`src/rtl/gt1_rom_loader.sv`:
```
// GT1 image loader: walks segment headers/payload/exec trailer in the option ROM and copies payload into RAM.
// Optional read-back check of every written byte when GT1_LOADER_VERIFY_EN is defined.
module gt1_rom_loader #(
    parameter int ROM_LAST = 9866,
    parameter int ROM_AW   = 15
) (
    input  logic              clk,
    input  logic              reset,
    input  logic              start,
    output logic [ROM_AW-1:0] rom_addr,
    input  logic [7:0]        rom_data,
    output logic              ram_we,
    output logic [15:0]       ram_addr,
    output logic [7:0]        ram_wdata,
    input  logic              ram_ready,
    input  logic [7:0]        ram_rdata,
    output logic              busy,
    output logic              done,
    output logic              err,
    output logic [1:0]        err_code,
    output logic [15:0]       exec_addr
);

    typedef enum logic [3:0] {
        S_IDLE, S_HI, S_LO, S_SZ, S_DATA, S_WR,
`ifdef GT1_LOADER_VERIFY_EN
        S_VFY,
`endif
        S_EXH, S_EXL, S_DONE, S_ERR
    } state_t;

    localparam logic [ROM_AW-1:0] LAST_A = ROM_AW'(ROM_LAST);

    state_t            state_q, state_d;
    logic [ROM_AW-1:0] rom_addr_q, rom_addr_d;
    logic [7:0]        seg_hi_q, seg_hi_d;
    logic [7:0]        seg_lo_q, seg_lo_d;
    logic [8:0]        cnt_q, cnt_d;
    logic              seg_done_q, seg_done_d;
    logic              ram_we_q, ram_we_d;
    logic [15:0]       ram_addr_q, ram_addr_d;
    logic [7:0]        ram_wdata_q, ram_wdata_d;
    logic              busy_q, busy_d;
    logic              done_q, done_d;
    logic              err_q, err_d;
    logic [1:0]        err_code_q, err_code_d;
    logic [15:0]       exec_addr_q, exec_addr_d;
    logic [8:0]        size9;
    logic              overrun;

`ifndef GT1_LOADER_VERIFY_EN
    logic unused_rdata;
    assign unused_rdata = ^ram_rdata;
`endif

    // A size byte of zero encodes a full 256-byte segment.
    assign size9   = (rom_data == 8'h00) ? 9'd256 : {1'b0, rom_data};
    assign overrun = (rom_addr_q > LAST_A);

    always_comb begin
        state_d     = state_q;
        rom_addr_d  = rom_addr_q;
        seg_hi_d    = seg_hi_q;
        seg_lo_d    = seg_lo_q;
        cnt_d       = cnt_q;
        seg_done_d  = seg_done_q;
        ram_we_d    = ram_we_q;
        ram_addr_d  = ram_addr_q;
        ram_wdata_d = ram_wdata_q;
        busy_d      = busy_q;
        done_d      = done_q;
        err_d       = err_q;
        err_code_d  = err_code_q;
        exec_addr_d = exec_addr_q;

        case (state_q)
            S_IDLE, S_DONE, S_ERR: begin
                if (start) begin
                    rom_addr_d = '0;
                    done_d     = 1'b0;
                    err_d      = 1'b0;
                    err_code_d = 2'd0;
                    busy_d     = 1'b1;
                    seg_done_d = 1'b0;
                    state_d    = S_HI;
                end
            end
            S_WR: begin
                if (ram_ready) begin
                    ram_we_d = 1'b0;
                    seg_lo_d = seg_lo_q + 8'd1;
                    cnt_d    = cnt_q - 9'd1;
                    if (cnt_q == 9'd1) seg_done_d = 1'b1;
`ifdef GT1_LOADER_VERIFY_EN
                    state_d = S_VFY;
`else
                    state_d = (cnt_q == 9'd1) ? S_HI : S_DATA;
`endif
                end
            end
`ifdef GT1_LOADER_VERIFY_EN
            S_VFY: begin
                if (ram_rdata != ram_wdata_q) begin
                    err_d      = 1'b1;
                    busy_d     = 1'b0;
                    err_code_d = 2'd3;
                    state_d    = S_ERR;
                end else begin
                    state_d = (cnt_q == 9'd0) ? S_HI : S_DATA;
                end
            end
`endif
            default: begin
                // ROM-consuming states: the overrun check wins over decoding the byte.
                if (overrun) begin
                    err_d      = 1'b1;
                    busy_d     = 1'b0;
                    ram_we_d   = 1'b0;
                    err_code_d = 2'd1;
                    state_d    = S_ERR;
                end else begin
                    rom_addr_d = rom_addr_q + 1'b1;
                    case (state_q)
                        S_HI: begin
                            seg_hi_d = rom_data;
                            state_d  = (rom_data == 8'h00 && seg_done_q) ? S_EXH : S_LO;
                        end
                        S_LO: begin
                            seg_lo_d = rom_data;
                            state_d  = S_SZ;
                        end
                        S_SZ: begin
                            cnt_d = size9;
                            if (({2'b00, seg_lo_q} + {1'b0, size9}) > 10'd256) begin
                                err_d      = 1'b1;
                                busy_d     = 1'b0;
                                err_code_d = 2'd2;
                                state_d    = S_ERR;
                            end else begin
                                state_d = S_DATA;
                            end
                        end
                        S_DATA: begin
                            ram_addr_d  = {seg_hi_q, seg_lo_q};
                            ram_wdata_d = rom_data;
                            ram_we_d    = 1'b1;
                            state_d     = S_WR;
                        end
                        S_EXH: begin
                            exec_addr_d[15:8] = rom_data;
                            state_d           = S_EXL;
                        end
                        S_EXL: begin
                            exec_addr_d[7:0] = rom_data;
                            done_d           = 1'b1;
                            busy_d           = 1'b0;
                            state_d          = S_DONE;
                        end
                        default: ;
                    endcase
                end
            end
        endcase
    end

    always_ff @(posedge clk) begin
        if (reset) begin
            state_q     <= S_IDLE;
            rom_addr_q  <= '0;
            seg_done_q  <= 1'b0;
            ram_we_q    <= 1'b0;
            ram_addr_q  <= '0;
            ram_wdata_q <= '0;
            busy_q      <= 1'b0;
            done_q      <= 1'b0;
            err_q       <= 1'b0;
            err_code_q  <= 2'd0;
            exec_addr_q <= '0;
        end else begin
            state_q     <= state_d;
            rom_addr_q  <= rom_addr_d;
            seg_done_q  <= seg_done_d;
            ram_we_q    <= ram_we_d;
            ram_addr_q  <= ram_addr_d;
            ram_wdata_q <= ram_wdata_d;
            busy_q      <= busy_d;
            done_q      <= done_d;
            err_q       <= err_d;
            err_code_q  <= err_code_d;
            exec_addr_q <= exec_addr_d;
        end
    end

    // Segment bookkeeping is always written before it is read, so it needs no reset.
    always_ff @(posedge clk) begin
        seg_hi_q <= seg_hi_d;
        seg_lo_q <= seg_lo_d;
        cnt_q    <= cnt_d;
    end

    assign rom_addr  = rom_addr_q;
    assign ram_we    = ram_we_q;
    assign ram_addr  = ram_addr_q;
    assign ram_wdata = ram_wdata_q;
    assign busy      = busy_q;
    assign done      = done_q;
    assign err       = err_q;
    assign err_code  = err_code_q;
    assign exec_addr = exec_addr_q;

endmodule

```
`config.mk`:
```
export PLATFORM = sky130hd
export DESIGN_NAME = gt1_rom_loader
export DESIGN_NICKNAME = d
export VERILOG_FILES = /design/src/rtl/gt1_rom_loader.sv
export SDC_FILE = /design/constraint.sdc
export NUM_CORES = 1
export LEC_CHECK = 0
export ABC_AREA = 1
export BUFFER_PORTS_ARGS = -buffer_cell sky130_fd_sc_hd__buf_4
export CORE_MARGIN = 8
export CORE_UTILIZATION = 53
export CTS_BUF_LIST = sky130_fd_sc_hd__clkbuf_4 sky130_fd_sc_hd__clkbuf_8
export CTS_CLUSTER_DIAMETER = 150
export DETAILED_ROUTE_END_ITERATION = 6
export PLACE_DENSITY_LB_ADDON = 0.15
export SLEW_MARGIN = 20
export SYNTH_ARGS = -nofsm -noshare
export SYNTH_HDL_FRONTEND = slang
export SYNTH_SLANG_ARGS = --single-unit
```
`constraint.sdc`:
```
create_clock -name clk -period 2.4 [get_ports clk]
set_clock_uncertainty 0.2 [all_clocks]
set_input_delay 0.24 -clock clk [delete_from_list [all_inputs] [get_ports clk]]
set_output_delay 0.24 -clock clk [all_outputs]
set_load 0.02 [all_outputs]
```
After elaboration in Yosys (flattened, before gate mapping):

Index checks and enable logic that the tools add are counted.

* muxes and demuxes: 45
* add/sub/neg operators: 4
* bitwise gates (word level): 4
* order comparisons: 2
* equal/unequal tests: 16
* reductions and logical operators: 27

Operator list (number)
* 9-bit two-way mux: 4
* 15-bit two-way mux: 2
* 15-bit one-hot mux with 2 select lines: 1
* 8-bit two-way mux: 3
* 4-bit one-hot mux with 6 select lines: 1
* 4-bit AND reduction: 6
* 3-bit AND reduction: 7
* 9-bit one-hot mux with 2 select lines: 1
* 4-bit by 3-bit equality test with 1-bit output, second input constant: 4
* 4-bit two-way mux: 4
* 8-bit one-hot mux with 2 select lines: 1
* 15-bit by 1-bit adder with 15-bit output, second input constant: 1
* 15-bit by 14-bit > comparator with 1-bit output, second input constant: 1
* 1-bit two-way mux: 14
* 1-bit one-hot mux with 2 select lines: 6
* 8-bit by 9-bit adder with 10-bit output: 1
* 10-bit by 9-bit > comparator with 1-bit output, second input constant: 1
* 9-bit by 1-bit equality test with 1-bit output, second input constant: 1
* 3-bit nonzero test: 3
* 9-bit nonzero test: 1
* 9-bit by 1-bit subtractor with 9-bit output, second input constant: 1
* 8-bit by 1-bit adder with 8-bit output, second input constant: 1
* 4-bit by 2-bit equality test with 1-bit output, second input constant: 2
* 4-bit equality test, second input constant: 2
* other kinds (16): 29

* register bits: 91
* input port bits: 20
* output and inout bits: 61

Logic depth before layout (Yosys ltp):

* depth after elaboration: 8
* mapped depth: 18
* depth with buffers taken out: 17

Least setup slack after synthesis:

OpenSTA, ideal clock, no wires.

* path kind: register to register
* start point: register rom_addr_q[1], in the netlist rom_addr[1]
* end point: register seg_hi_q[0] (enable)
* slack: -240 ps
* data required time: 1805 ps
* arrival: 2045 ps
* library setup time: 395 ps
* stages on the path, launching flop included: 8
* path through: dfxtp_1 -> ha_1 -> nand3_1 -> nor4_1 -> nand2_1 -> nand2_1 -> inv_2 -> nor4_1

* word-level cells in the longest chain between the ends: 3

RTL lines
* start, declared: line 35 `logic [ROM_AW-1:0] rom_addr_q, rom_addr_d;`
* start signal, assigned: line 181 `rom_addr_q <= rom_addr_d;`
* 15-bit by 14-bit > comparator with 1-bit output: line 58 `assign overrun = (rom_addr_q > LAST_A);`
* 1-bit inverter (no source line)
* 3-bit AND reduction (no source line)
* end signal, assigned: line 196 `seg_hi_q <= seg_hi_d;`
* end, declared: line 36 `logic [7:0] seg_hi_q, seg_hi_d;`

Every way passes these cells.
A chain may end at the register's enable or synchronous reset.

Worst setup path in the final report:

* start point: register seg_lo_q[0]
* end point: register busy_q, in the netlist busy

* word-level cells in the longest chain between the ends: 4

RTL lines
* start, declared: line 37 `logic [7:0] seg_lo_q, seg_lo_d;`
* start signal, assigned: line 197 `seg_lo_q <= seg_lo_d;`
* 8-bit by 9-bit adder with 10-bit output: line 134 `if (({2'b00, seg_lo_q} + {1'b0, size9}) > 10'd256) begin`
* 10-bit by 9-bit > comparator with 1-bit output: line 134
* 4-bit != test (no source line)
* 4-bit AND reduction (no source line)
* end signal, assigned: line 186 `busy_q <= busy_d;`
* end, declared: line 43 `logic busy_q, busy_d;`

Every way passes these cells.

==> results.cfg <==
[synthesis]
synth_common_cells = nand2_1 (146), nor2_1 (69), dfxtp_1 (66)
synthCells = 630
synth_cell_type_count = 45
synth.most_common_cell = nand2_1
ys_ff_latch = 91
syn-num-nets = 664
async_reset_ff_share_pct = 0
yosysWarnings = 0
syn_area_per_cell_um2 = 7.49
yosys.area.top_type = dfxtp_1
synth_area_leaders = dfxtp_1 (28%), edfxtp_1 (16%), nand2_1 (12%)
ys_seq_area_share_pct = 43.9
synth_top_flop_cell = dfxtp_1
synth_edf_count = 25
synth_top_area_share_pct = 28.0
netlist_area_mm2 = 0.00472

[sta]
period_minus_slack_ns = 2.51
fin_crit_sh_pct = 105
hold_viol_final = 0
fmax_ghz = 0.398
rsz0062_at_grt = yes
timing.final.ws_setup_ns = -0.110
finalSetupTns_ns = -0.434
final-setup-viol-count = 6
slew_headroom_pct = 59.2
slew_violations = 0
worstMarginPinSlew_ns = 0.612

[placement]
finalWeightedCongestion = 0.937
dp.cells = 846
dpl_cell_area_mm2 = 0.00572
portBuffers = 72
dpl.hpwl_um = 10100

[die]
die_height_um = 110
row_count = 34
die_w_um = 110
core-area_mm2 = 0.00868
start_util_pct = 54.4
die_area_mm2 = 0.0122
pin_count = 81

[cts]
clockBufferDepth = 2
cts_tree = yes
cts_sinks = 91
h-tree-depth = 3
worstSkewPairLatency_ns = 0.35
path_clk_slew_ns = 0.09
cts_root_buf = clkbuf_8
cts-buffers-inserted = 9

[run_status]
outcome = finished, violations left
violations = negative setup slack

[global_routing]
gr-total-overflow = 0
first_global_vias = 4448
grt_start_max_net_pins = 39
grt_pass1_wl_um = 21500
grt_use_total_pct = 22.2
antenna_found_initial = 0

[power_and_ir_drop]
powerDensity_mw_per_mm2 = 886
power.leakage_nw = 2.60
finalPower_w = 0.00540
ir_worst_vdd_mv = 0.492

[route]
route.detailed.drc = 0
drtIter0Drc = 272
drt_first_pass_iters = 5
wl_um = 13400
ant_nets = 0
viasPerCell = 5.38
via_count = 4672
wire_per_inst_um = 15.4

[critical_path]
r2r-end = busy
ff2ff_path_depth = 14
required_ns = 2.49
crit_type = flop to flop
critPathLaunchType = flop
path_common_cell = nand3_1
critical_path_buf_inv_count = 1
r2r-start = seg_lo_q[0]
path_cells = ha_2 > fa_2 > nor2_2 > nand3_1 > a21oi_1 > nand3_1 > nor2_1 > nand2_1 > nand2_2 > buf_4 > nand4_1 > nand3_1 > nand2_1 > a21oi_2
max_stage_delay_ns = 0.42
critPathCaptureType = flop
crit_arrival_ns = 2.60
crit_fanout = 2
worst_path_max_delay_cell = fa_2
crit_family = simple AND/OR/NAND/NOR gates
r2r_setup_slack_ns = -0.11

[layout]
post_route_cells_drive_above_1_share_pct = 26.7
fin_area_mm2 = 0.00610
diodes = 0
fin_nets = 790
stdcell_count = 869
nFillCells = 711
fin_util_pct = 70.3
area_growth_pct = 29.2

[run]
maxCapViolCount = 0

[worst_hold_path]
holdPathStages = 3
hold_start = rom_data[1]
min_delay_worst_endpoint = exec_addr[1]
hp-class = primary input to flop
==> per-layer routing <==
layer  up-vias  GRT usage, %  part of all wire (%)
met2       167          35.8                    46
met1      2154          29.1                    44
li1       2328             -                     -
met5         -             0                     0
met3        23          4.83                   7.5
met4         0          6.66                   2.0
==> cells by family (layout without fill, tap and decap cells) <==
logic type               after synthesis  after routing  synth area share [%]
AND/OR/NAND/NOR                      313            313                  29.3
AO/OA/AOI/OAI                        108            108                  12.3
flip-flops                            91             91                  43.9
buffers and inverters                 90            221                  8.03
adder cells (fa/ha/maj)               14             14                  3.87
XOR/XNOR                              14             14                  2.60
==> state kept, by name, indices dropped and copies added, names as in the netlist <==
register	cells
exec_addr	16
ram_addr	16
rom_addr	15
cnt_q	9
ram_wdata	8
seg_hi_q	8
seg_lo_q	8
state_q	4
err_code	2
busy	1
done	1
err	1
ram_we	1
seg_done_q	1
==> layout by cell type, fill, tap and decap left out, drive strengths merged, types with 3 or more instances in the layout <==
cell    instances
xnor2           5
bufinv          3
nand3          52
nor2           71
clkbuf         10
ha             13
nand4           9
edfxtp         25
a21oi          63
dfxtp          66
nand3b          3
xor2            9
nor4            6
nor3           13
inv            66
buf           138
or2             5
nand2         153
o21ai          38
==> worst max-delay path by stage <==
stage,from,slack (ns),end,cells past startpoint
4_1_cts,seg_lo_q[0],-0.02,err_code[0],15
2_1_floorplan,seg_lo_q[0],0.08,state_q[0],14
3_5_place_dp,seg_lo_q[0],-0.10,err_code[0],15
5_1_grt,seg_lo_q[0],-0.20,busy,14
6_report,seg_lo_q[0],-0.11,busy,14
3_3_place_gp,seg_lo_q[0],-0.07,state_q[0],14
==> through the flow <==
step | worst slack, ns | hold slack (ns)
floorplan | 0.0789 | 0.139
CTS | -0.0178 | 0.0350
detailed placement | -0.103 | 0.239
global route | -0.201 | 0.0554
global placement | -0.0720 | 0.239
finish | -0.110 | 0.0496
==> what timing repair did <==
action / CTS / global route
setup endpoints to repair: 6 / 52
hold endpoints to repair: 1 / 0
pin swaps: 3 / 2
hold buffers: 1 / 0
buffers inserted: 2 / 4
resized for setup: 5 / 17
==> tightest hold or removal path: stages <==
cell	delay, ns
buf_4	0.16
nor2_1	0.10
nor2_1	0.05
==> power by group <==
group / total, W / leakage [nW] / switching [W] / internal [W]
logic: 0.00223 / 1.72 / 0.00137 / 0.000865
clock network: 0.00124 / 0.120 / 0.000537 / 0.000706
registers: 0.00193 / 0.763 / 0.000113 / 0.00182
==> area by class of cell <==
type	instances	area [µm²]	share of cell area [%]
repair buffers	139	1050	17.2
multi-input cells	449	2340	38.4
clock inverters	6	113	1.85
clock buffers	10	131	2.15
flip-flops and latches	91	2070	34.0
inverters	66	258	4.23
well taps	108	135	2.22
(Power assumes the default switching activity.)
